File: config.mk
export PLATFORM = sky130hd
export DESIGN_NAME = regfile_write_arbiter
export DESIGN_NICKNAME = d
export VERILOG_FILES = /design/src/rtl/regfile_write_arbiter.sv
export SDC_FILE = /design/constraint.sdc
export NUM_CORES = 1
export LEC_CHECK = 0
export CORE_ASPECT_RATIO = 1.4
export CORE_UTILIZATION = 42
export DETAILED_ROUTE_END_ITERATION = 8
export PLACE_DENSITY_LB_ADDON = 0.05
export SETUP_SLACK_MARGIN = 0.1
export SLEW_MARGIN = 20
export SYNTH_ARGS = -nofsm -noshare
export SYNTH_HDL_FRONTEND = slang
export SYNTH_SLANG_ARGS = --single-unit
export TNS_END_PERCENT = 1
File: constraint.sdc
create_clock -name clk -period 2.7 [get_ports clk]
set_input_delay 0.405 -clock clk [delete_from_list [all_inputs] [get_ports clk]]
set_output_delay 0.405 -clock clk [all_outputs]
set_load 0.02 [all_outputs]
File: src/rtl/regfile_write_arbiter.sv
// Register-file write-port arbiter.
// Two writeback requesters (ALU on port 0, load unit on port 1) share one
// register-file write port. A round-robin pointer breaks ties. Byte and
// halfword writes become read-modify-write: one merge-read cycle (RD), then
// the write cycle (WR), which keeps the untouched upper bits of the
// destination register. The in-flight destination is exported so decode
// can stall on hazards.
module regfile_write_arbiter #(
    parameter int DATA_W     = 32,
    parameter int ADDR_W     = 5,
    parameter bit ZERO_WIRED = 1'b1
) (
    input  logic              clk,
    input  logic              rst_n,
    input  logic              req0_valid,
    output logic              req0_ready,
    input  logic [ADDR_W-1:0] req0_addr,
    input  logic [DATA_W-1:0] req0_data,
    input  logic [1:0]        req0_size,
    input  logic              req1_valid,
    output logic              req1_ready,
    input  logic [ADDR_W-1:0] req1_addr,
    input  logic [DATA_W-1:0] req1_data,
    input  logic [1:0]        req1_size,
    output logic              rf_re,
    output logic [ADDR_W-1:0] rf_raddr,
    input  logic [DATA_W-1:0] rf_rdata,
    output logic              rf_we,
    output logic [ADDR_W-1:0] rf_waddr,
    output logic [DATA_W-1:0] rf_wdata,
    output logic              wb_busy,
    output logic [ADDR_W-1:0] wb_busy_addr
);

    typedef enum logic [1:0] {
        IDLE = 2'd0,
        RD   = 2'd1,
        WR   = 2'd2
    } state_t;

    localparam logic [1:0] SIZE_HALF = 2'b01;
    localparam logic [1:0] SIZE_BYTE = 2'b10;

    // Halfword and byte writes need the old register contents first.
    function automatic logic is_partial(input logic [1:0] size);
        return (size == SIZE_HALF) || (size == SIZE_BYTE);
    endfunction

    // Register 0 is hard-wired: its writes are accepted but never strobed.
    function automatic logic drop_write(input logic [ADDR_W-1:0] addr);
        return ZERO_WIRED && (addr == {ADDR_W{1'b0}});
    endfunction

    // Mask of bits taken from the old register value for a given size.
    function automatic logic [DATA_W-1:0] keep_mask(input logic [1:0] size);
        logic [DATA_W-1:0] mask;
        case (size)
            SIZE_HALF: mask = ~{{(DATA_W-16){1'b0}}, 16'hFFFF};
            SIZE_BYTE: mask = ~{{(DATA_W-8){1'b0}}, 8'hFF};
            default:   mask = {DATA_W{1'b0}};
        endcase
        return mask;
    endfunction

    state_t            state_r;
    logic              rr_r;
    logic [ADDR_W-1:0] addr_r;
    logic [DATA_W-1:0] data_r;
    logic [1:0]        size_r;

    logic              rf_re_r;
    logic [ADDR_W-1:0] rf_raddr_r;
    logic              rf_we_r;
    logic [ADDR_W-1:0] rf_waddr_r;
    logic              wb_busy_r;
    logic [ADDR_W-1:0] wb_busy_addr_r;

    logic              grant0_s;
    logic              grant1_s;
    logic              accept_s;
    logic [ADDR_W-1:0] new_addr_s;
    logic [DATA_W-1:0] new_data_s;
    logic [1:0]        new_size_s;
    logic [DATA_W-1:0] mask_s;
    logic [DATA_W-1:0] wdata_s;

    // Round-robin grant; a new request can only be taken in IDLE or WR.
    always_comb begin
        grant0_s = 1'b0;
        grant1_s = 1'b0;
        if ((state_r == IDLE) || (state_r == WR)) begin
            if (req0_valid && req1_valid) begin
                grant0_s = ~rr_r;
                grant1_s = rr_r;
            end else begin
                grant0_s = req0_valid;
                grant1_s = req1_valid;
            end
        end else begin
            grant0_s = 1'b0;
            grant1_s = 1'b0;
        end
    end

    assign accept_s   = grant0_s | grant1_s;
    assign req0_ready = grant0_s;
    assign req1_ready = grant1_s;

    // Select the fields of the winning requester.
    always_comb begin
        new_addr_s = req0_addr;
        new_data_s = req0_data;
        new_size_s = req0_size;
        if (grant1_s) begin
            new_addr_s = req1_addr;
            new_data_s = req1_data;
            new_size_s = req1_size;
        end else begin
            new_addr_s = req0_addr;
            new_data_s = req0_data;
            new_size_s = req0_size;
        end
    end

    // Merge the new low bits with the register's old upper bits in WR.
    always_comb begin
        mask_s  = keep_mask(size_r);
        wdata_s = {DATA_W{1'b0}};
        if (state_r == WR) begin
            wdata_s = (rf_rdata & mask_s) | (data_r & ~mask_s);
        end else begin
            wdata_s = {DATA_W{1'b0}};
        end
    end

    assign rf_wdata = wdata_s;

    // Write FSM with latched request and registered strobes/hazard outputs.
    always_ff @(posedge clk or negedge rst_n) begin
        if (!rst_n) begin
            state_r        <= IDLE;
            rr_r           <= 1'b0;
            addr_r         <= {ADDR_W{1'b0}};
            data_r         <= {DATA_W{1'b0}};
            size_r         <= 2'b00;
            rf_re_r        <= 1'b0;
            rf_raddr_r     <= {ADDR_W{1'b0}};
            rf_we_r        <= 1'b0;
            rf_waddr_r     <= {ADDR_W{1'b0}};
            wb_busy_r      <= 1'b0;
            wb_busy_addr_r <= {ADDR_W{1'b0}};
        end else begin
            case (state_r)
                IDLE, WR: begin
                    if (accept_s) begin
                        state_r        <= is_partial(new_size_s) ? RD : WR;
                        rr_r           <= grant0_s;
                        addr_r         <= new_addr_s;
                        data_r         <= new_data_s;
                        size_r         <= new_size_s;
                        rf_re_r        <= is_partial(new_size_s);
                        rf_raddr_r     <= is_partial(new_size_s) ? new_addr_s : {ADDR_W{1'b0}};
                        rf_we_r        <= !is_partial(new_size_s) && !drop_write(new_addr_s);
                        rf_waddr_r     <= is_partial(new_size_s) ? {ADDR_W{1'b0}} : new_addr_s;
                        wb_busy_r      <= 1'b1;
                        wb_busy_addr_r <= new_addr_s;
                    end else begin
                        state_r        <= IDLE;
                        rf_re_r        <= 1'b0;
                        rf_raddr_r     <= {ADDR_W{1'b0}};
                        rf_we_r        <= 1'b0;
                        rf_waddr_r     <= {ADDR_W{1'b0}};
                        wb_busy_r      <= 1'b0;
                        wb_busy_addr_r <= {ADDR_W{1'b0}};
                    end
                end
                RD: begin
                    state_r    <= WR;
                    rf_re_r    <= 1'b0;
                    rf_raddr_r <= {ADDR_W{1'b0}};
                    rf_we_r    <= !drop_write(addr_r);
                    rf_waddr_r <= addr_r;
                end
                default: begin
                    state_r        <= IDLE;
                    rf_re_r        <= 1'b0;
                    rf_raddr_r     <= {ADDR_W{1'b0}};
                    rf_we_r        <= 1'b0;
                    rf_waddr_r     <= {ADDR_W{1'b0}};
                    wb_busy_r      <= 1'b0;
                    wb_busy_addr_r <= {ADDR_W{1'b0}};
                end
            endcase
        end
    end

    assign rf_re        = rf_re_r;
    assign rf_raddr     = rf_raddr_r;
    assign rf_we        = rf_we_r;
    assign rf_waddr     = rf_waddr_r;
    assign wb_busy      = wb_busy_r;
    assign wb_busy_addr = wb_busy_addr_r;

endmodule

======== Word level (Yosys, flattened, before mapping) ========
Cells that the tools add are included.
word-level totals
  logic and storage cells ................. 61
  register bits ........................... 60
  output and inout port bits .............. 52
operators by class
  equality and inequality tests ........... 6
  bitwise gates (word level) .............. 6
  reduce and logical (&&, ||, !) cells .... 12
  mux-type cells .......................... 26
operators by type and width
  kind                                           count
  AND 32 bit                                     2
  two-way mux 32 bit                             2
  one-hot mux 32 bit (2 select lines)            1
  two-way mux 5 bit                              7
  inverter 32 bit                                1
  bitwise OR 32 bit                              1
  one-hot mux 5 bit (2 select lines)             2
  logical NOT 5 bit                              2
  two-way mux 1 bit                              8
  == test 2 x 1 -> 1 bit, second input constant  3
  == test 2 bit, second input constant           3
  two-way mux 2 bit                              3
  one-hot mux 1 bit (2 select lines)             2
  one-hot mux 2 bit (2 select lines)             1
  logical NOT 1 bit                              3
  logical AND 1 bit                              2
  logical NOT 2 bit                              1
  logical OR 1 bit                               2
  AND reduction 2 bit                            1
  OR reduction 2 bit                             1
  inverter 1 bit                                 1
  bitwise OR 1 bit                               1

======== Logic depth before layout (Yosys ltp) ========
  depth in word-level cells ............... 10
  gate-level depth with buffers ........... 6
  mapped depth without buffers ............ 4

======== Least setup slack after synthesis ========
Ideal clock, no wire load.
  kind .................................... register -> output
  start ................................... register size_r[1]
  end ..................................... output rf_wdata[21]
  stages on the path, launching flop included .. 6
  data arrival time ....................... 1.478 ns
  path slack .............................. 0.817 ns
  buffers on the path ..................... 2
  data required time ...................... 2.295 ns
  cell sequence ........................... dfrtp_1 ha_1 buf_2 buf_2 mux2i_1 nor2_1
between the ends
  cells in the longest elaborated chain, start to end .. 6
  elaborated cells between the ends (all ways) .. 8
  those cells by class .................... eq/ne (2); mux (2); bitwise (4)
RTL lines
  item                                                            RTL line  text
  start: declaration                                              69        logic [1:0] size_r;
  start signal: assignment                                        160       size_r <= new_size_s;
  == test 2 bit / == test 2 x 1 -> 1 bit (equally long branches)  57        case (size)
  one-hot mux 32 bit (2 select lines) *                           57
  inverter 32 bit                                                 130       wdata_s = (rf_rdata & mask_s) | (data_r & ~mask_s);
  AND 32 bit                                                      130
  bitwise OR 32 bit *                                             130
  two-way mux 32 bit *                                            129       if (state_r == WR) begin
  end: declaration                                                30        output logic [DATA_W-1:0] rf_wdata,
Every way passes the cells marked *; elsewhere a longest branch is shown, timed or not.

======== Final worst setup path ========
  start ................................... input req0_valid
  end ..................................... output req0_ready
between the ends
  cells in the longest elaborated chain, start to end .. 3
RTL lines
  item                 RTL line  text
  start: declaration   15        input logic req0_valid,
  logical AND 1 bit    92        if (req0_valid && req1_valid) begin
  two-way mux 1 bit *  92
  two-way mux 1 bit *  91        if ((state_r == IDLE) || (state_r == WR)) begin
  end: declaration     16        output logic req0_ready,
Marks and branches as above.

==> impl_metrics.ini <==
[status]
status = completed

[yosys]
synth_area_um2 = 3080
synth_cells = 318
ys_warn_count = 0
yosys_register_bits = 59
synth.distinct_cells = 31
yosysSeqAreaShare = 0.479
synth_ff_type = dfrtp_1
synth_edf_count = 0
synth-async-reset-ratio = 1.00
avgSynthCellArea_um2 = 9.69
synth_nets = 433

[floorplanning]
die_area_um2 = 7690
initial_core_util = 0.439
die_x_um = 74.4
die_height_um = 103
core_um2 = 7030
rows = 36
ios = 166

[routing]
avgRoutedWirePerCell_um = 14.8
via_per_inst = 4.93
firstDrtPassIters = 4
drtIter0Drc = 93
drc_errors = 0
vias = 2803
final_antenna_net_count = 0
wirelength_um = 8390

[placement]
gp_congestion = 0.739
pre_cts_ws_ns = 0.111
hpwlAfterDp_um = 6250
numPortBuffers = 157

[cells_and_area]
fin_nets = 584
fin_util = 0.701
layout-drive-gt1-share = 0.0719
antenna_cells = 0
syn_to_final_growth_pct = 59.8
fill_cells = 593

[global_route]
grt_pass1_vias = 2709
grt_pass1_wl_um = 12700
antenna_found_initial = 0
grt.total_usage = 0.219
grt_max_degree = 48
grt_overflow = 0

[sta]
holdWs_ns = 0.163
worst_slack_ns = 0.205
setup_violations = 0
rsz0062_at_grt = false
fin_crit_ns = 2.50
fin_tns_setup_ns = 0
hold_viol_final = 0
fin_crit_sh = 0.924
fin_skew_ns = 0.00807
drv_slew = 0
fmax_mhz = 401
tightest_slew_ns = 0.789
slew_headroom = 0.474

[cts]
cts_root_buf = clkbuf_8
cts.clk_slew.worst_paths_ns = 0.06
clock_latency_ns = 0.32
cts_sinks = 59
cts_buffer_depth = 2
ctsHoldBuffers = 0
h-tree-depth = 3
cts_buffers = 9
cts_tree = done

[power_and_ir_drop]
p_clk_frac = 0.211
p_per_area_nw_per_um2 = 762
intPower_mw = 2.44
power_switching_mw = 1.31
p_total_mw = 3.75
switching_share = 0.350
vdd_drop_max_v = 0.000518
pwr-share-seq = 0.335
p_comb_frac = 0.454
p_leak_nw = 2.24

[worst_setup_path]
cp-end-kind = primary output
required_ns = 2.30
crit_fanout = 3
crit_arrival_ns = 2.09
critical_path_class = in2out
critPathLaunchType = primary input

[min_path]
hold_path.class = in2async

[run]
cap_viol_max_count = 0
==> power groups by stage <==
| stage | registers, mW | clock network, mW | logic [mW] |
|---|---|---|---|
| after floorplan | 1.32 | 0 | 0.927 |
| after global placement | 1.26 | 0 | 1.67 |
| after detailed placement | 1.27 | 0 | 1.70 |
| after CTS | 1.26 | 0.806 | 1.73 |
| after global routing | 1.29 | 0.843 | 1.84 |
| final | 1.26 | 0.790 | 1.70 |
==> through the flow <==
| step | std cells | area, um^2 |
|---|---|---|
| 2_1_floorplan | 318 | 3080 |
| 3_3_place_gp | 553 | 4720 |
| 3_5_place_dp | 553 | 4720 |
| 4_1_cts | 568 | 4920 |
| 5_1_grt | 568 | 4920 |
| 6_report | 568 | 4920 |
==> cells in the mapped netlist (2+ instances only) <==
| cell type | instances | area share |
|---|---|---|
| nor2_2 | 5 | 0.010 |
| inv_1 | 4 | 0.0049 |
| o21bai_1 | 2 | 0.0049 |
| nor2_1 | 26 | 0.032 |
| nand2_1 | 52 | 0.063 |
| buf_2 | 7 | 0.011 |
| o22ai_1 | 5 | 0.010 |
| and3_1 | 2 | 0.0041 |
| buf_1 | 3 | 0.0037 |
| a22oi_1 | 5 | 0.012 |
| o21ai_0 | 45 | 0.073 |
| dfrtp_1 | 59 | 0.48 |
| nor2b_1 | 2 | 0.0041 |
| nor3_1 | 2 | 0.0032 |
| buf_6 | 2 | 0.0073 |
| clkbuf_1 | 11 | 0.013 |
| or4_1 | 2 | 0.0049 |
| and2_1 | 9 | 0.018 |
| mux2i_1 | 63 | 0.20 |
==> area by class of cell <==
class / instances / area (um^2) / share of cell area
Multi-Input combinational cell: 231 / 1500 / 0.305
Clock buffer: 13 / 159 / 0.0323
Sequential cell: 59 / 1480 / 0.300
Inverter: 4 / 15.0 / 0.00305
Timing Repair Buffer: 164 / 1620 / 0.329
Clock inverter: 2 / 35.0 / 0.00711
Tap cell: 95 / 119 / 0.0241
==> flip-flops by register name, indices dropped and copies added, names as in the netlist <==
signal	count
wb_busy	1
rr_r	1
rf_re	1
rf_we	1
data_r	32
size_r	2
addr_r	5
rf_raddr	5
rf_waddr	5
wb_busy_addr	5
state_r	1
==> layer usage <==
layer | part of all wire | track usage
met1 | 0.40 | 0.255
met2 | 0.51 | 0.380
met5 | 0 | 0
met3 | 0.072 | 0.0475
met4 | 0.020 | 0.0987
==> placed cells by master (no fill, tap or decap), types with 4 or more instances in the layout <==
master	count
clkdlybuf4s50_1	156
and2_1	9
nand2_1	51
inv_1	4
o22ai_1	5
o21ai_0	45
buf_4	7
dfrtp_1	59
nor2_2	5
a22oi_1	5
mux2i_1	63
clkbuf_8	11
nor2_1	26
==> critical path, stage by stage <==
cell and delay, ns:
clkdlybuf4s50_1 0.61, inv_1 0.07, a211oi_1 0.33, clkdlybuf4s50_1 0.68
==> path summary, 6_finish.rpt <==
path / start / to / slack, ns / cells after the start
max in group asynchronous: rst_n / data_r[6] / 1.84 / 2
min in group clk: data_r[1] / data_r[1] / 0.47 / 2
worst max register to register: rf_re / data_r[31] / 0.63 / 6
worst min-delay path: rst_n / data_r[10] / 0.16 / 1
worst max-delay path: req0_valid / req0_ready / 0.20 / 4
worst min register to register: data_r[1] / data_r[1] / 0.47 / 2
==> cells by family after synthesis <==
kind of cell	after synthesis	share of synthesized area
AO/OA/AOI/OAI	61	0.111
XOR/XNOR	2	0.00569
adder cells (fa/ha/maj)	1	0.00406
buffers and inverters	28	0.0430
flip-flops	59	0.479
multiplexers	63	0.205
AND/OR/NAND/NOR	104	0.153
==> what timing repair did <==
| item | in CTS | in global routing |
|---|---|---|
| pin swaps | 0 | 0 |
| setup buffers | 0 | 0 |
| hold endpoints to repair | 0 | 0 |
| setup endpoints to repair | 16 | 8 |
| resized for setup | 2 | 1 |
No activity file was read; power rests on OpenSTA's default activity.
==> patch 1: new RTL, config.mk and constraints unchanged <==
Set the parameter `DATA_W` to 64 (it was 32).
--- a/src/rtl/regfile_write_arbiter.sv
+++ b/src/rtl/regfile_write_arbiter.sv
@@ -6,7 +6,7 @@
 // destination register. The in-flight destination is exported so decode
 // can stall on hazards.
 module regfile_write_arbiter #(
-    parameter int DATA_W     = 32,
+    parameter int DATA_W     = 64,
     parameter int ADDR_W     = 5,
     parameter bit ZERO_WIRED = 1'b1
 ) (
Ports: changed (resized req0_data, req1_data, rf_rdata and rf_wdata); port bits go from 166 to 294. The function was not compared with the original's and may differ.
==> patch 1 against the unedited design <==
- register-to-register slack better by 0.27 ns
- routed wire length up 90%
- sequential power up 55%
- global-route usage up 4.2 points
- critical endpoint is now rf_wdata[26]
- sequential cell count up 32
- final cell count up 66%
- synthesized area up 64%
- cell area up 68%
- worst setup slack worse by 0.077 ns
- power up 69%
- highest routed layer unchanged
==> patch 1: results <==
[yosys]
synth_xor_area_frac = 0.003475
synthTopCellsByArea = "dfrtp_1 45%, mux2i_1 25%, o21ai_0 7.6%"
netlist_top_cells_count = "127 x mux2i_1, 91 x dfrtp_1, 84 x nand2_1"
synth.net_count = 739
synth-compound-area-share = 0.09953
yosysSeqAreaShare = 0.4517
synth_cell_types = 32
synth_warnings = 0
synth_adder_area_share = 0.002482
ys.flop_type = "dfrtp_1"
synth_mux_area_frac = 0.2522

[worst_setup_path]
arrival_ns = 2.17
cp_top_family = "buffers and inverters"
reg2reg_from = "state_r[0]"
r2r-end = "rf_we"
regToRegSetupSlack_ns = 0.90
cp_slowest_cell = "clkdlybuf4s50_1"
path_max_fanout = 24
worst-r2r-cell-count = 6
max_stage_delay_ns = 0.56

[placement]
globalplace.congestion = 0.8320
hpwl_um = 12010
dp_slack_ns = 0.2470
portBuffers = 285

[clock_network]
clock_latency_ns = 0.34
clock_path_buffers = 2
ctsResizeCount = 35
cts_setup_buffers = 0
cts-root-buf = "clkbuf_16"
h-tree-depth = 3
cts.reportedPaths.clkPinSlew_ns = 0.06
cts_buffers = 9

[global_routing]
grt_pass1_wl_um = 24580
grt_start_max_net_pins = 98
first_global_vias = 4847
grt_usage = 0.2606

[cells_and_area]
fillers = 938
drive_gt1_frac = 0.05263
largest_reg_flops = 64
final_nets = 1004
diodes = 0

[timing]
skew_ns = 0.005136
holdWs_ns = 0.04385
tightest_slew_ns = 0.5840

[route]
dr.pass1.iters = 4
vias = 4803
drt_iter0_drc = 152
routedWlPerCell_um = 16.90

[pwr]
cellLeakagePower_uw = 0.003962
peakVddDrop_v = 0.0004169
p_per_area_nw_per_um2 = 765.7

[run_status]
outcome = "finished clean"

[worst_hold_path]
min_path_type = "in -> async"
patch 1: cell type report:
cell class / count / area [um2] / share of cell area
clock buffers: 9 / 225.2 / 0.02717
clock inverters: 7 / 77.57 / 0.009360
inverters: 4 / 15.01 / 0.001812
multi-input cells: 391 / 2542 / 0.3068
flip-flops and latches: 91 / 2277 / 0.2748
well taps: 147 / 183.9 / 0.02219
repair buffers: 296 / 2967 / 0.3579
patch 1: cell families after synthesis:
family / count (synthesis)
AOI/OAI and AO/OA: 93
buffers and inverters: 46
muxes: 127
adders and majority gates: 1
DFF: 91
xor gates and xnor gates: 2
and+or+nand+nor: 168
patch 1: power by group:
group          switching (uW)  internal, uW
sequential                201          1750
clock                     536           721
combinational            1640          1490
patch 1: layer usage:
layer,global-route usage,vias to the layer above,share of wire,routed length (um)
li1,-,2337,-,-
met1,0.2813,2247,0.37,5850
met2,0.4795,199,0.53,8546
met3,0.07118,20,0.078,1238
met4,0.08249,0,0.021,339
met5,0,-,0,0
patch 1: worst max path at each step:
stage	endpoint	startpoint	slack [ns]
floorplan	rf_wdata[43]	size_r[1]	0.65
global placement	req1_ready	req1_valid	0.27
detailed placement	req1_ready	req1_valid	0.25
CTS	rf_wdata[26]	size_r[0]	0.10
global route	rf_wdata[37]	size_r[0]	0.008
finish	rf_wdata[26]	size_r[0]	0.13
patch 1: worst reg2reg max path: stages, from the launching register on:
cell     delay, ns
dfrtp_1       0.37
buf_4         0.18
nor2b_2       0.22
nand2_4       0.08
buf_12        0.24
and3_1        0.25
o41ai_1       0.33
patch 1: through the flow:
stage	total power, uW	area, um2	instances
2_1_floorplan	3816	5041	528
3_3_place_gp	5067	7994	928
3_5_place_dp	5151	7994	928
4_1_cts	6417	8285	945
5_1_grt	6708	8288	945
6_report	6346	8288	945
==> patch 2: new RTL, config.mk and constraints unchanged <==
Made on the original files. The 3 states of `state_t` get a one-hot encoding in 3 bits.
--- a/src/rtl/regfile_write_arbiter.sv
+++ b/src/rtl/regfile_write_arbiter.sv
@@ -32,10 +32,10 @@
     output logic [ADDR_W-1:0] wb_busy_addr
 );
 
-    typedef enum logic [1:0] {
-        IDLE = 2'd0,
-        RD   = 2'd1,
-        WR   = 2'd2
+    typedef enum logic [2:0] {
+        IDLE = 3'b001,
+        RD   = 3'b010,
+        WR   = 3'b100
     } state_t;
 
     localparam logic [1:0] SIZE_HALF = 2'b01;
Check against the original RTL: same outputs for any inputs over 10 cycles, from zero or initial values and one cycle with rst_n low; not proved beyond that.
==> patch 2 against the unedited design <==
- first-iteration DRC count is 24% higher
- synthesized cell count grew 0.63%
- critical endpoint is now rf_wdata[17]
- worst setup slack worse by 0.051 ns
- global-route usage is 0.57 points higher
- highest routed layer unchanged
- clock power grew 3.0%
- power rose by 32%
- sequential share of layout area grew 0.068 points
- routed wire length about the same
- combinational power rose by 54%
- synthesized area is 2.2% higher
- cell area rose by 1.5%
- largest power group unchanged
- sequential cell count up 1
- final cell count is 1.6% higher
==> patch 2: results <==
[run_status]
outcome = "finished clean"

[worst_setup_path]
crit_start = "size_r[0]"
worst-r2r-cell-count = 5
endpoint = "rf_wdata[17]"
max_stage_delay_ns = 0.56
reg2reg_from = "state_r[0]"
start_kind = "flip-flop"
r2r-end = "rf_raddr[4]"
regToRegSetupSlack_ns = 0.47
path_max_fanout = 16

[pwr]
clkPwrFrac = 0.164
p_sw_uw = 1999
p_per_area_nw_per_um2 = 993.2
seq_power_uw = 1550
cellLeakagePower_uw = 0.002318

[timing]
holdWs_ns = 0.09067
skew_ns = 0.01022
layout_setup_ws_ns = 0.1540
tightest_slew_ns = 0.7562

[placement]
globalplace.congestion = 0.7635
dp_slack_ns = 0.05070
dp_cells = 561

[global_routing]
use_met1 = 0.2560
grt_pass1_wl_um = 13140
grt.met2_usage = 0.3932
grt_usage = 0.2246
use_met3 = 0.05620

[clock_network]
clock_latency_ns = 0.35

[yosys]
synth_cell_types = 36
synthTopCellsByArea = "dfrtp_1 47%, mux2i_1 19%, o21ai_0 7.2%"
yosysSeqAreaShare = 0.4773
netlist_top_cells_count = "61 x mux2i_1, 59 x dfrtp_1, 48 x nand2_1"
synthCells = 320

[cells_and_area]
final_nets = 590
fillers = 644
drive_gt1_frac = 0.07292

[route]
drt_iter0_drc = 115
wl_um = 8396
routedWlPerCell_um = 14.55
[patch 2: metal layers]
metal | wire, um | part of all wire | vias up
met5 | 0 | 0 | -
met4 | 131 | 0.016 | 0
met3 | 616 | 0.073 | 10
met2 | 4293 | 0.51 | 101
met1 | 3355 | 0.40 | 1309
li1 | - | - | 1403
[patch 2: worst reg2reg max path: stages (launching register included)]
cell and delay, ns:
dfstp_2 0.58, xnor2_2 0.13, or3_2 0.50, buf_4 0.38, a211o_4 0.46, nor2_1 0.11
[patch 2: layout make-up]
| type | instances | area (um2) | share of cell area |
|---|---|---|---|
| clock buffer | 9 | 123.9 | 0.02477 |
| clock inverter | 7 | 77.57 | 0.01551 |
| inverter | 7 | 26.28 | 0.005254 |
| multi-input combinational | 231 | 1513 | 0.3025 |
| sequential | 60 | 1503 | 0.3005 |
| tap | 97 | 121.4 | 0.02427 |
| timing repair buffer | 166 | 1637 | 0.3272 |
[patch 2: repair_timing]
item | 4_1_cts | 5_1_grt
hold endpoints to repair | 0 | 0
resized for setup | 1 | 1
endpoints found under the setup margin | 25 | 23
[patch 2: logic make-up after synthesis]
logic type / after synthesis / share of synthesized area
adder cells (fa/ha/maj): 1 / 0.003974
flip-flops: 60 / 0.4773
XOR/XNOR: 3 / 0.01073
AND/OR/NAND/NOR: 103 / 0.1475
multiplexers: 63 / 0.2083
AO/OA/AOI/OAI: 61 / 0.1085
buffers and inverters: 29 / 0.04372
[patch 2: stage by stage]
step                        util  area (um2)
after CTS                 0.6834        4999
after global routing      0.6837        5001
after detailed placement  0.6555        4795
after global placement    0.6555        4795
after floorplan                -        3148
final                     0.6837        5001
